File: config.mk
export PLATFORM = sky130hd
export DESIGN_NAME = dmem_arbiter_flat
export DESIGN_NICKNAME = d
export VERILOG_FILES = /design/src/rtl/dmem_arbiter_if.sv /design/src/rtl/dmem_arbiter.sv /design/src/flat_wrapper.sv
export SDC_FILE = /design/constraint.sdc
export NUM_CORES = 1
export LEC_CHECK = 0
export BUFFER_PORTS_ARGS = -buffer_cell sky130_fd_sc_hd__buf_2
export CORE_AREA = 3 3 100 102
export DETAILED_ROUTE_END_ITERATION = 10
export DIE_AREA = 0 0 103 105
export HOLD_SLACK_MARGIN = 0.02
export PLACE_DENSITY = 0.73
export SLEW_MARGIN = 40
export SYNTH_ARGS = -nofsm -noshare
export SYNTH_HDL_FRONTEND = slang
export SYNTH_SLANG_ARGS = --single-unit
File: constraint.sdc
create_clock -name clk -period 2 [get_ports clk]
set_clock_uncertainty 0.15 [all_clocks]
set_input_delay 0.1 -clock clk [delete_from_list [all_inputs] [get_ports clk]]
set_output_delay 0.1 -clock clk [all_outputs]
set_load 0.05 [all_outputs]
File: src/rtl/dmem_arbiter_if.sv
// Bundle of the core, external-requester and DataMemory signals around the data-memory arbiter.
// The slave modport is the arbiter's view. The master modport is the surrounding pipeline/memory view.
interface dmem_arbiter_if #(
    parameter int DATA_WIDTH = 32,
    parameter int ADDR_WIDTH = 17
);
    logic                  core_req;
    logic                  core_we;
    logic [2:0]            core_size;
    logic [ADDR_WIDTH-1:0] core_addr;
    logic [DATA_WIDTH-1:0] core_wdata;
    logic [DATA_WIDTH-1:0] core_rdata;
    logic                  core_stall;

    logic                  ext_valid;
    logic                  ext_ready;
    logic                  ext_we;
    logic [2:0]            ext_size;
    logic [ADDR_WIDTH-1:0] ext_addr;
    logic [DATA_WIDTH-1:0] ext_wdata;
    logic                  ext_rvalid;
    logic [DATA_WIDTH-1:0] ext_rdata;

    logic [ADDR_WIDTH-1:0] mem_addr;
    logic [DATA_WIDTH-1:0] mem_wdata;
    logic                  mem_we;
    logic [2:0]            mem_size;
    logic [DATA_WIDTH-1:0] mem_rdata;

    modport slave (
        input  core_req, core_we, core_size, core_addr, core_wdata,
        output core_rdata, core_stall,
        input  ext_valid, ext_we, ext_size, ext_addr, ext_wdata,
        output ext_ready, ext_rvalid, ext_rdata,
        output mem_addr, mem_wdata, mem_we, mem_size,
        input  mem_rdata
    );

    modport master (
        output core_req, core_we, core_size, core_addr, core_wdata,
        input  core_rdata, core_stall,
        output ext_valid, ext_we, ext_size, ext_addr, ext_wdata,
        input  ext_ready, ext_rvalid, ext_rdata,
        input  mem_addr, mem_wdata, mem_we, mem_size,
        output mem_rdata
    );
endinterface

File: src/rtl/dmem_arbiter.sv
// Shares the DataMemory port between the MEM stage (priority) and an external requester.
// A saturating wait counter bounds external starvation to MAX_WAIT consecutive core wins.
module dmem_arbiter #(
    parameter int DATA_WIDTH = 32,
    parameter int ADDR_WIDTH = 17,
    parameter int MAX_WAIT   = 4
) (
    input logic           clk,
    input logic           rst,
    dmem_arbiter_if.slave bus
);
    localparam int              WW       = (MAX_WAIT < 1) ? 1 : $clog2(MAX_WAIT + 1);
    localparam logic [WW-1:0]   WAIT_MAX = WW'(MAX_WAIT);

    generate
        if (MAX_WAIT < 1) begin : g_bad_max_wait
            $error("dmem_arbiter: MAX_WAIT must be >= 1");
        end
    endgenerate

    logic                  grant_ext;
    logic                  grant_core;
    logic                  wait_full;
    logic [WW-1:0]         wait_cnt;
    logic [ADDR_WIDTH-1:0] sel_addr;
    logic [DATA_WIDTH-1:0] sel_wdata;
    logic [2:0]            sel_size;
    logic                  rvalid_q;
    logic [DATA_WIDTH-1:0] rdata_q;

    // Gating with rst keeps every grant, and so mem_we, low for the whole reset window.
    always_comb begin
        wait_full  = (wait_cnt == WAIT_MAX);
        grant_ext  = rst & bus.ext_valid & (~bus.core_req | wait_full);
        grant_core = rst & bus.core_req & ~grant_ext;
        sel_addr   = grant_ext ? bus.ext_addr  : bus.core_addr;
        sel_wdata  = grant_ext ? bus.ext_wdata : bus.core_wdata;
        sel_size   = grant_ext ? bus.ext_size  : bus.core_size;
    end

    assign bus.mem_addr   = sel_addr;
    assign bus.mem_wdata  = sel_wdata;
    assign bus.mem_size   = sel_size;
    assign bus.mem_we     = (grant_core & bus.core_we) | (grant_ext & bus.ext_we);
    assign bus.core_rdata = bus.mem_rdata;
    assign bus.core_stall = bus.core_req & grant_ext;
    assign bus.ext_ready  = grant_ext;
    assign bus.ext_rvalid = rvalid_q;
    assign bus.ext_rdata  = rdata_q;

    always_ff @(posedge clk or negedge rst) begin
        if (!rst) begin
            wait_cnt <= '0;
            rvalid_q <= 1'b0;
            rdata_q  <= '0;
        end else begin
            if (grant_ext || !bus.ext_valid) begin
                wait_cnt <= '0;
            end else if (grant_core && !wait_full) begin
                wait_cnt <= wait_cnt + 1'b1;
            end
            rvalid_q <= grant_ext & ~bus.ext_we;
            if (grant_ext && !bus.ext_we) begin
                rdata_q <= bus.mem_rdata;
            end
        end
    end
endmodule

File: src/flat_wrapper.sv
// flat-port wrapper written by rule: the top's interface ports become plain ports
module dmem_arbiter_flat 
#(
    parameter int DATA_WIDTH = 32,
    parameter int ADDR_WIDTH = 17,
    parameter int MAX_WAIT   = 4
)
  (clk, rst, bus_core_req, bus_core_we, bus_core_size, bus_core_addr, bus_core_wdata, bus_core_rdata, bus_core_stall, bus_ext_valid, bus_ext_we, bus_ext_size, bus_ext_addr, bus_ext_wdata, bus_ext_ready, bus_ext_rvalid, bus_ext_rdata, bus_mem_addr, bus_mem_wdata, bus_mem_we, bus_mem_size, bus_mem_rdata);
  dmem_arbiter_if #(.DATA_WIDTH(DATA_WIDTH), .ADDR_WIDTH(ADDR_WIDTH)) bus_i ();
  input logic clk;
  input logic rst;
  input wire logic [$bits(bus_i.core_req)-1:0] bus_core_req;
  input wire logic [$bits(bus_i.core_we)-1:0] bus_core_we;
  input wire logic [$bits(bus_i.core_size)-1:0] bus_core_size;
  input wire logic [$bits(bus_i.core_addr)-1:0] bus_core_addr;
  input wire logic [$bits(bus_i.core_wdata)-1:0] bus_core_wdata;
  output wire logic [$bits(bus_i.core_rdata)-1:0] bus_core_rdata;
  output wire logic [$bits(bus_i.core_stall)-1:0] bus_core_stall;
  input wire logic [$bits(bus_i.ext_valid)-1:0] bus_ext_valid;
  input wire logic [$bits(bus_i.ext_we)-1:0] bus_ext_we;
  input wire logic [$bits(bus_i.ext_size)-1:0] bus_ext_size;
  input wire logic [$bits(bus_i.ext_addr)-1:0] bus_ext_addr;
  input wire logic [$bits(bus_i.ext_wdata)-1:0] bus_ext_wdata;
  output wire logic [$bits(bus_i.ext_ready)-1:0] bus_ext_ready;
  output wire logic [$bits(bus_i.ext_rvalid)-1:0] bus_ext_rvalid;
  output wire logic [$bits(bus_i.ext_rdata)-1:0] bus_ext_rdata;
  output wire logic [$bits(bus_i.mem_addr)-1:0] bus_mem_addr;
  output wire logic [$bits(bus_i.mem_wdata)-1:0] bus_mem_wdata;
  output wire logic [$bits(bus_i.mem_we)-1:0] bus_mem_we;
  output wire logic [$bits(bus_i.mem_size)-1:0] bus_mem_size;
  input wire logic [$bits(bus_i.mem_rdata)-1:0] bus_mem_rdata;
  assign bus_i.core_req = bus_core_req;
  assign bus_i.core_we = bus_core_we;
  assign bus_i.core_size = bus_core_size;
  assign bus_i.core_addr = bus_core_addr;
  assign bus_i.core_wdata = bus_core_wdata;
  assign bus_core_rdata = bus_i.core_rdata;
  assign bus_core_stall = bus_i.core_stall;
  assign bus_i.ext_valid = bus_ext_valid;
  assign bus_i.ext_we = bus_ext_we;
  assign bus_i.ext_size = bus_ext_size;
  assign bus_i.ext_addr = bus_ext_addr;
  assign bus_i.ext_wdata = bus_ext_wdata;
  assign bus_ext_ready = bus_i.ext_ready;
  assign bus_ext_rvalid = bus_i.ext_rvalid;
  assign bus_ext_rdata = bus_i.ext_rdata;
  assign bus_mem_addr = bus_i.mem_addr;
  assign bus_mem_wdata = bus_i.mem_wdata;
  assign bus_mem_we = bus_i.mem_we;
  assign bus_mem_size = bus_i.mem_size;
  assign bus_i.mem_rdata = bus_mem_rdata;
  dmem_arbiter #(.DATA_WIDTH(DATA_WIDTH), .ADDR_WIDTH(ADDR_WIDTH), .MAX_WAIT(MAX_WAIT)) u_core (.clk(clk), .rst(rst), .bus(bus_i));
endmodule
==> results.sh, run 1 <==
export IMPL_dp_hpwl_um=7900
export IMPL_synthFlopType="dfrtp_1"
export IMPL_syn_num_nets=327
export IMPL_rsz0062_at_grt="yes"
export IMPL_crit_type="register to output pin"
export IMPL_grt_pass1_wl_um=16600
export IMPL_cp_arrival_ns=2.01
export IMPL_die_h_um=105
export IMPL_place_gp_congestion=0.872
export IMPL_clkTransAtPathRegs_ns=0.07
export IMPL_gr_usage_all_layers_pct=20.4
export IMPL_nets=620
export IMPL_worstSetupStartpointType="register"
export IMPL_synthDistinctLibCells=19
export IMPL_die_area_um2=10800
export IMPL_synth_edff_count=0
export IMPL_internal_power_mw=1.95
export IMPL_syn_to_final_growth_pct=119
export IMPL_vdd_drop_max_mv=0.615
export IMPL_slew_headroom_pct=81.7
export IMPL_n_antenna_cell=0
export IMPL_p_seq_share_pct=26.3
export IMPL_ys_seq_area_share_pct=38.3
export IMPL_multi_input_area_um2=1410
export IMPL_synthArstFlopShare_pct=100
export IMPL_p_sw_mw=1.67
export IMPL_drv_cap=0
export IMPL_r2r_cells=10
export IMPL_final_cell_area_um2=5150
export IMPL_whs_path_depth=3
export IMPL_drv_slew=0
export IMPL_worst_slack_ns=-0.265
export IMPL_ys_ff_latch=36
export IMPL_finalSetupViolations=86
export IMPL_power_frac_comb_pct=58.0
export IMPL_hold_viol_final=0
export IMPL_final_common_cell="buf_2"
export IMPL_status="finished with violations"
export IMPL_worst_pin_slew_ns=0.275
export IMPL_grt_overflow_total=0
export IMPL_wl_per_cell_um=22.3
export IMPL_p_sw_share_pct=46.1
export IMPL_yosysWarningCount=0
export IMPL_synth_avg_cell_area_um2=12.9
export IMPL_fp_dieW_um=103
export IMPL_placed_area_um2=3550
export IMPL_p_clk_share_pct=15.6
export IMPL_drive_gt1_share_pct=82.2
export IMPL_cts_sink_count=36
export IMPL_layout_common_cells="206 x buf_2, 76 x mux2_4, 36 x dfrtp_1"
export IMPL_antenna_left=0
export IMPL_first_global_vias=2982
export IMPL_ff_latch_area_um2=901
export IMPL_critPathCaptureType="output pin"
export IMPL_htreeDepth=2
export IMPL_n_fill_cell=744
export IMPL_period_needed_ns=2.26
export IMPL_power_density_nw_per_um2=703
export IMPL_stdcell_count=588
export IMPL_dp_cells=521
export IMPL_fin_crit_sh_pct=113
export IMPL_crit_fanout=5
export IMPL_antenna_found_initial=0
export IMPL_worstPathRequired_ns=1.75
export IMPL_io_pins=262
export IMPL_placement_io_buffers=261
export IMPL_vias=2762
export IMPL_hold_class="primary input to register"
export IMPL_cts_tree="done"
export IMPL_p_leak_nw=2.69
export IMPL_timing_fmax_mhz=442
export IMPL_synthesis_area_um2=2350
export IMPL_worstSkewPairLatency_ns=0.28
export IMPL_syn_instance_count=183
export IMPL_finalWirelength_um=13100
export IMPL_initial_core_util_pct=25.6
export IMPL_cts_root_buf="clkbuf_8"
export IMPL_cts_buffers=5
export IMPL_grt_start_max_net_pins=24
export IMPL_viasPerCell=4.70
export IMPL_clock_path_buffers=2
export IMPL_initialDrtViolationCount=127
export IMPL_drtPass1Iterations=4
export IMPL_fp_coreArea_um2=9200
export IMPL_remaining_drc_errors=0
export IMPL_rows=35
export IMPL_failed_checks="setup timing"
[final timing paths]
path	from	end	slack, ns
setup / recovery	u_core.wait_cnt[0]$_DFFE_PN0P_	bus_mem_wdata[14]	-0.26
hold / removal	bus_core_req	u_core.wait_cnt[2]$_DFFE_PN0P_	0.03
setup reg to reg	u_core.wait_cnt[0]$_DFFE_PN0P_	u_core.bus.ext_rdata[31]$_DFFE_PN0P_	-0.17
hold reg to reg	u_core.bus.ext_rdata[24]$_DFFE_PN0P_	u_core.bus.ext_rdata[24]$_DFFE_PN0P_	0.36
max in group asynchronous	rst	u_core.bus.ext_rdata[12]$_DFFE_PN0P_	1.18
min in group asynchronous	rst	u_core.bus.ext_rdata[2]$_DFFE_PN0P_	0.28
[cells by family (layout without fill, tap and decap cells)]
| group | Yosys count | count (layout) | synth area share [%] |
|---|---|---|---|
| and+or+nand+nor | 13 | 13 | 3.94 |
| muxes | 85 | 85 | 40.7 |
| AOI/OAI and AO/OA | 4 | 4 | 1.49 |
| DFF | 36 | 36 | 38.3 |
| buffers and inverters | 43 | 337 | 14.5 |
| adders and majority gates | 2 | 2 | 1.06 |
[critical path: stages (launching register included)]
cell and delay [ns]:
dfrtp_1 0.37, inv_2 0.06, ha_4 0.16, a21boi_4 0.16, nor2_4 0.07, buf_12 0.13
buf_12 0.14, clkbuf_16 0.16, mux2_4 0.31, buf_8 0.15
[stage by stage]
step	utilization [%]	setup WS [ns]	power [mW]	TNS [ns]	hold WS, ns
floorplan	-	0.0403	2.18	0	-0.346
global placement	38.6	-0.0407	2.60	-0.144	0.0155
detailed placement	38.6	-0.0700	2.62	-0.326	0.0145
CTS	51.9	-0.212	3.49	-9.68	0.178
global route	56.1	-0.322	3.75	-17.47	0.0439
finish	56.1	-0.265	3.63	-13.77	0.0250
[synthesized netlist by cell type (2+ instances only)]
cell	count	area (um2)
inv_1	3	11.3
ha_1	2	25.0
buf_6	8	90.1
mux2_2	84	946
a21oi_1	2	10.0
dfrtp_1	36	901
buf_4	32	240
nand3_1	3	15.0
nand2b_1	3	18.8
[layer usage]
metal	global-route usage [%]	up-vias	routed length (um)	part of all wire, %
met1	21.0	1333	4510	34
li1	-	1202	-	-
met5	0	-	0	0
met3	5.01	34	1140	8.7
met2	38.9	193	7080	54
met4	7.03	0	364	2.8
[power groups by stage]
stage / Sequential [mW] / Clock [mW] / Combinational (mW)
after CTS: 0.947 / 0.581 / 1.96
after global routing: 0.972 / 0.608 / 2.18
final: 0.955 / 0.566 / 2.10
after detailed placement: 0.951 / 0 / 1.67
after global placement: 0.951 / 0 / 1.65
after floorplan: 1.47 / 0 / 0.715
[timing repair]
| item | CTS | global route |
|---|---|---|
| hold endpoints to repair | 71 | 1 |
| gates resized for setup | 158 | 71 |
| gates cloned | 6 | 4 |
| setup endpoints to repair | 57 | 88 |
| hold buffers | 35 | 1 |
| pin swaps | 4 | 3 |
| buffers inserted | 9 | 6 |
[registers in the layout, summed over array words and instances, names as in the netlist]
name / cells
u_core.bus.ext_rdata: 32
u_core.bus.ext_rvalid: 1
u_core.wait_cnt: 3
[final cells by class]
class	instances	area share (%)
repair buffers	326	50.4
multi-input cells	104	27.4
flip-flops and latches	36	17.5
well taps	111	2.69
clock buffers	6	1.60
clock inverters	2	0.267
inverters	3	0.218
No activity file was read; power rests on OpenSTA's default activity.
==> run 2, diff against run 1 <==
- CORE_AREA: 3 3 100 102 -> 3 3 101 103
- DIE_AREA: 0 0 103 105 -> 0 0 104 106
- PLACE_DENSITY: 0.73 -> 0.72
==> results.sh, run 2 (same netlist as run 1, synthesis figures left out) <==
export IMPL_crit_type="register to output pin"
export IMPL_initialDrtViolationCount=98
export IMPL_worstPathRequired_ns=1.75
export IMPL_antenna_left=0
export IMPL_drv_cap=0
export IMPL_finalWirelength_um=12400
export IMPL_place_gp_congestion=0.998
export IMPL_startpoint="u_core.wait_cnt[0]$_DFFE_PN0P_"
export IMPL_rows=35
export IMPL_largest_register_ffs=32
export IMPL_cts_buffers=5
export IMPL_r2r_start="u_core.wait_cnt[0]$_DFFE_PN0P_"
export IMPL_whs_path_depth=4
export IMPL_fin_crit_sh_pct=112
export IMPL_layout_common_cells="206 x buf_2, 69 x mux2_4, 37 x buf_8"
export IMPL_reg2reg_setup_slack_ns=-0.18
export IMPL_grt_overflow_total=0
export IMPL_r2r_cells=10
export IMPL_viasPerCell=4.39
export IMPL_crit_fanout=6
export IMPL_setup_tns_final_ns=-13.35
export IMPL_slew_headroom_pct=82.2
export IMPL_p_total_mw=3.56
export IMPL_status="finished with violations"
export IMPL_rsz0062_at_grt="yes"
export IMPL_worstSetupStartpointType="register"
export IMPL_worst_pin_slew_ns=0.266
export IMPL_cts_tree="done"
export IMPL_worstSkewPairLatency_ns=0.29
export IMPL_grt_pass1_wl_um=17300
export IMPL_cp_arrival_ns=1.99
export IMPL_r2r_end="u_core.bus.ext_rdata[4]$_DFFE_PN0P_"
export IMPL_power_density_nw_per_um2=685
export IMPL_cts_sink_count=36
export IMPL_fp_coreArea_um2=9280
export IMPL_htreeDepth=2
export IMPL_place_ws_ns=-0.0651
export IMPL_failed_checks="setup timing"
export IMPL_clock_path_buffers=2
export IMPL_placed_area_um2=3580
export IMPL_grt_start_max_net_pins=37
export IMPL_drtPass1Iterations=4
export IMPL_stdcell_count=608
export IMPL_drv_slew=0
export IMPL_fp_dieW_um=104
export IMPL_hold_class="primary input to register"
export IMPL_vias=2668
export IMPL_n_antenna_cell=0
export IMPL_io_pins=262
export IMPL_vdd_drop_max_mv=0.565
export IMPL_die_area_um2=11000
export IMPL_syn_to_final_growth_pct=121
export IMPL_min_delay_start="bus_ext_we"
export IMPL_drive_gt1_share_pct=82.0
export IMPL_wl_per_cell_um=20.4
export IMPL_hold_viol_final=0
export IMPL_holdPathEnd="u_core.bus.ext_rvalid$_DFF_PN0_"
export IMPL_final_util_pct=55.9
export IMPL_final_cell_area_um2=5190
export IMPL_remaining_drc_errors=0
export IMPL_timing_fmax_mhz=446
export IMPL_holdWs_ns=0.160
export IMPL_antenna_found_initial=0
export IMPL_final_common_cell="buf_2"
export IMPL_nets=622
export IMPL_first_global_vias=2999
export IMPL_placement_io_buffers=261
export IMPL_worst_slack_ns=-0.243
export IMPL_critPathCaptureType="output pin"
export IMPL_p_leak_nw=2.69
export IMPL_cts_root_buf="clkbuf_8"
export IMPL_period_needed_ns=2.24
export IMPL_initial_core_util_pct=25.3
export IMPL_finalSetupViolations=78
export IMPL_die_h_um=106
export IMPL_dp_hpwl_um=7630
export IMPL_clkTransAtPathRegs_ns=0.08
export IMPL_gr_usage_all_layers_pct=20.3
export IMPL_dp_cells=540
==> run 2: cell type report <==
cell class                 instances  area, um2
timing repair buffer             328       2650
inverter                           3       11.3
clock inverter                     3       18.8
sequential                        36        901
fill                             782       4090
clock buffer                       5       68.8
multi-input combinational        104       1380
tap                              129        161
==> run 2: timing repair <==
item	4_1_cts	5_1_grt
pin swaps	4	5
endpoints found under the hold margin	71	1
cloned	7	3
endpoints found under the setup margin	86	88
hold buffers	36	1
resized for setup	194	43
setup buffers	12	7
==> run 2: where the power goes <==
part | leakage (nW) | switching (mW) | internal [mW] | total [mW]
sequential | 0.439 | 0.0825 | 0.872 | 0.955
clock | 0.0479 | 0.272 | 0.243 | 0.514
combinational | 2.20 | 1.29 | 0.798 | 2.09
total | 2.69 | 1.65 | 1.91 | 3.56
==> run 2: worst max-delay path by stage <==
| stage | to | slack (ns) | depth (start not counted) |
|---|---|---|---|
| floorplan | bus_mem_addr[10] | 0.04 | 6 |
| global placement | bus_mem_addr[12] | -0.02 | 7 |
| detailed placement | bus_mem_addr[12] | -0.07 | 7 |
| CTS | bus_mem_wdata[17] | -0.19 | 8 |
| global route | bus_mem_we | -0.31 | 9 |
| finish | bus_mem_wdata[0] | -0.24 | 8 |
==> run 2: layer usage <==
layer | share of wire, % | vias to the layer above | global-route usage [%]
li1 | - | 1207 | -
met1 | 37 | 1293 | 22.7
met2 | 54 | 157 | 38.7
met3 | 6.9 | 11 | 5.22
met4 | 1.3 | 0 | 3.89
met5 | 0 | - | 0
==> run 2: critical path: stages (launching register included) <==
cell      delay [ns]
dfrtp_1         0.40
inv_2           0.09
ha_4            0.15
a21boi_4        0.06
nor2_4          0.20
buf_6           0.16
buf_12          0.13
mux2_2          0.35
buf_6           0.16
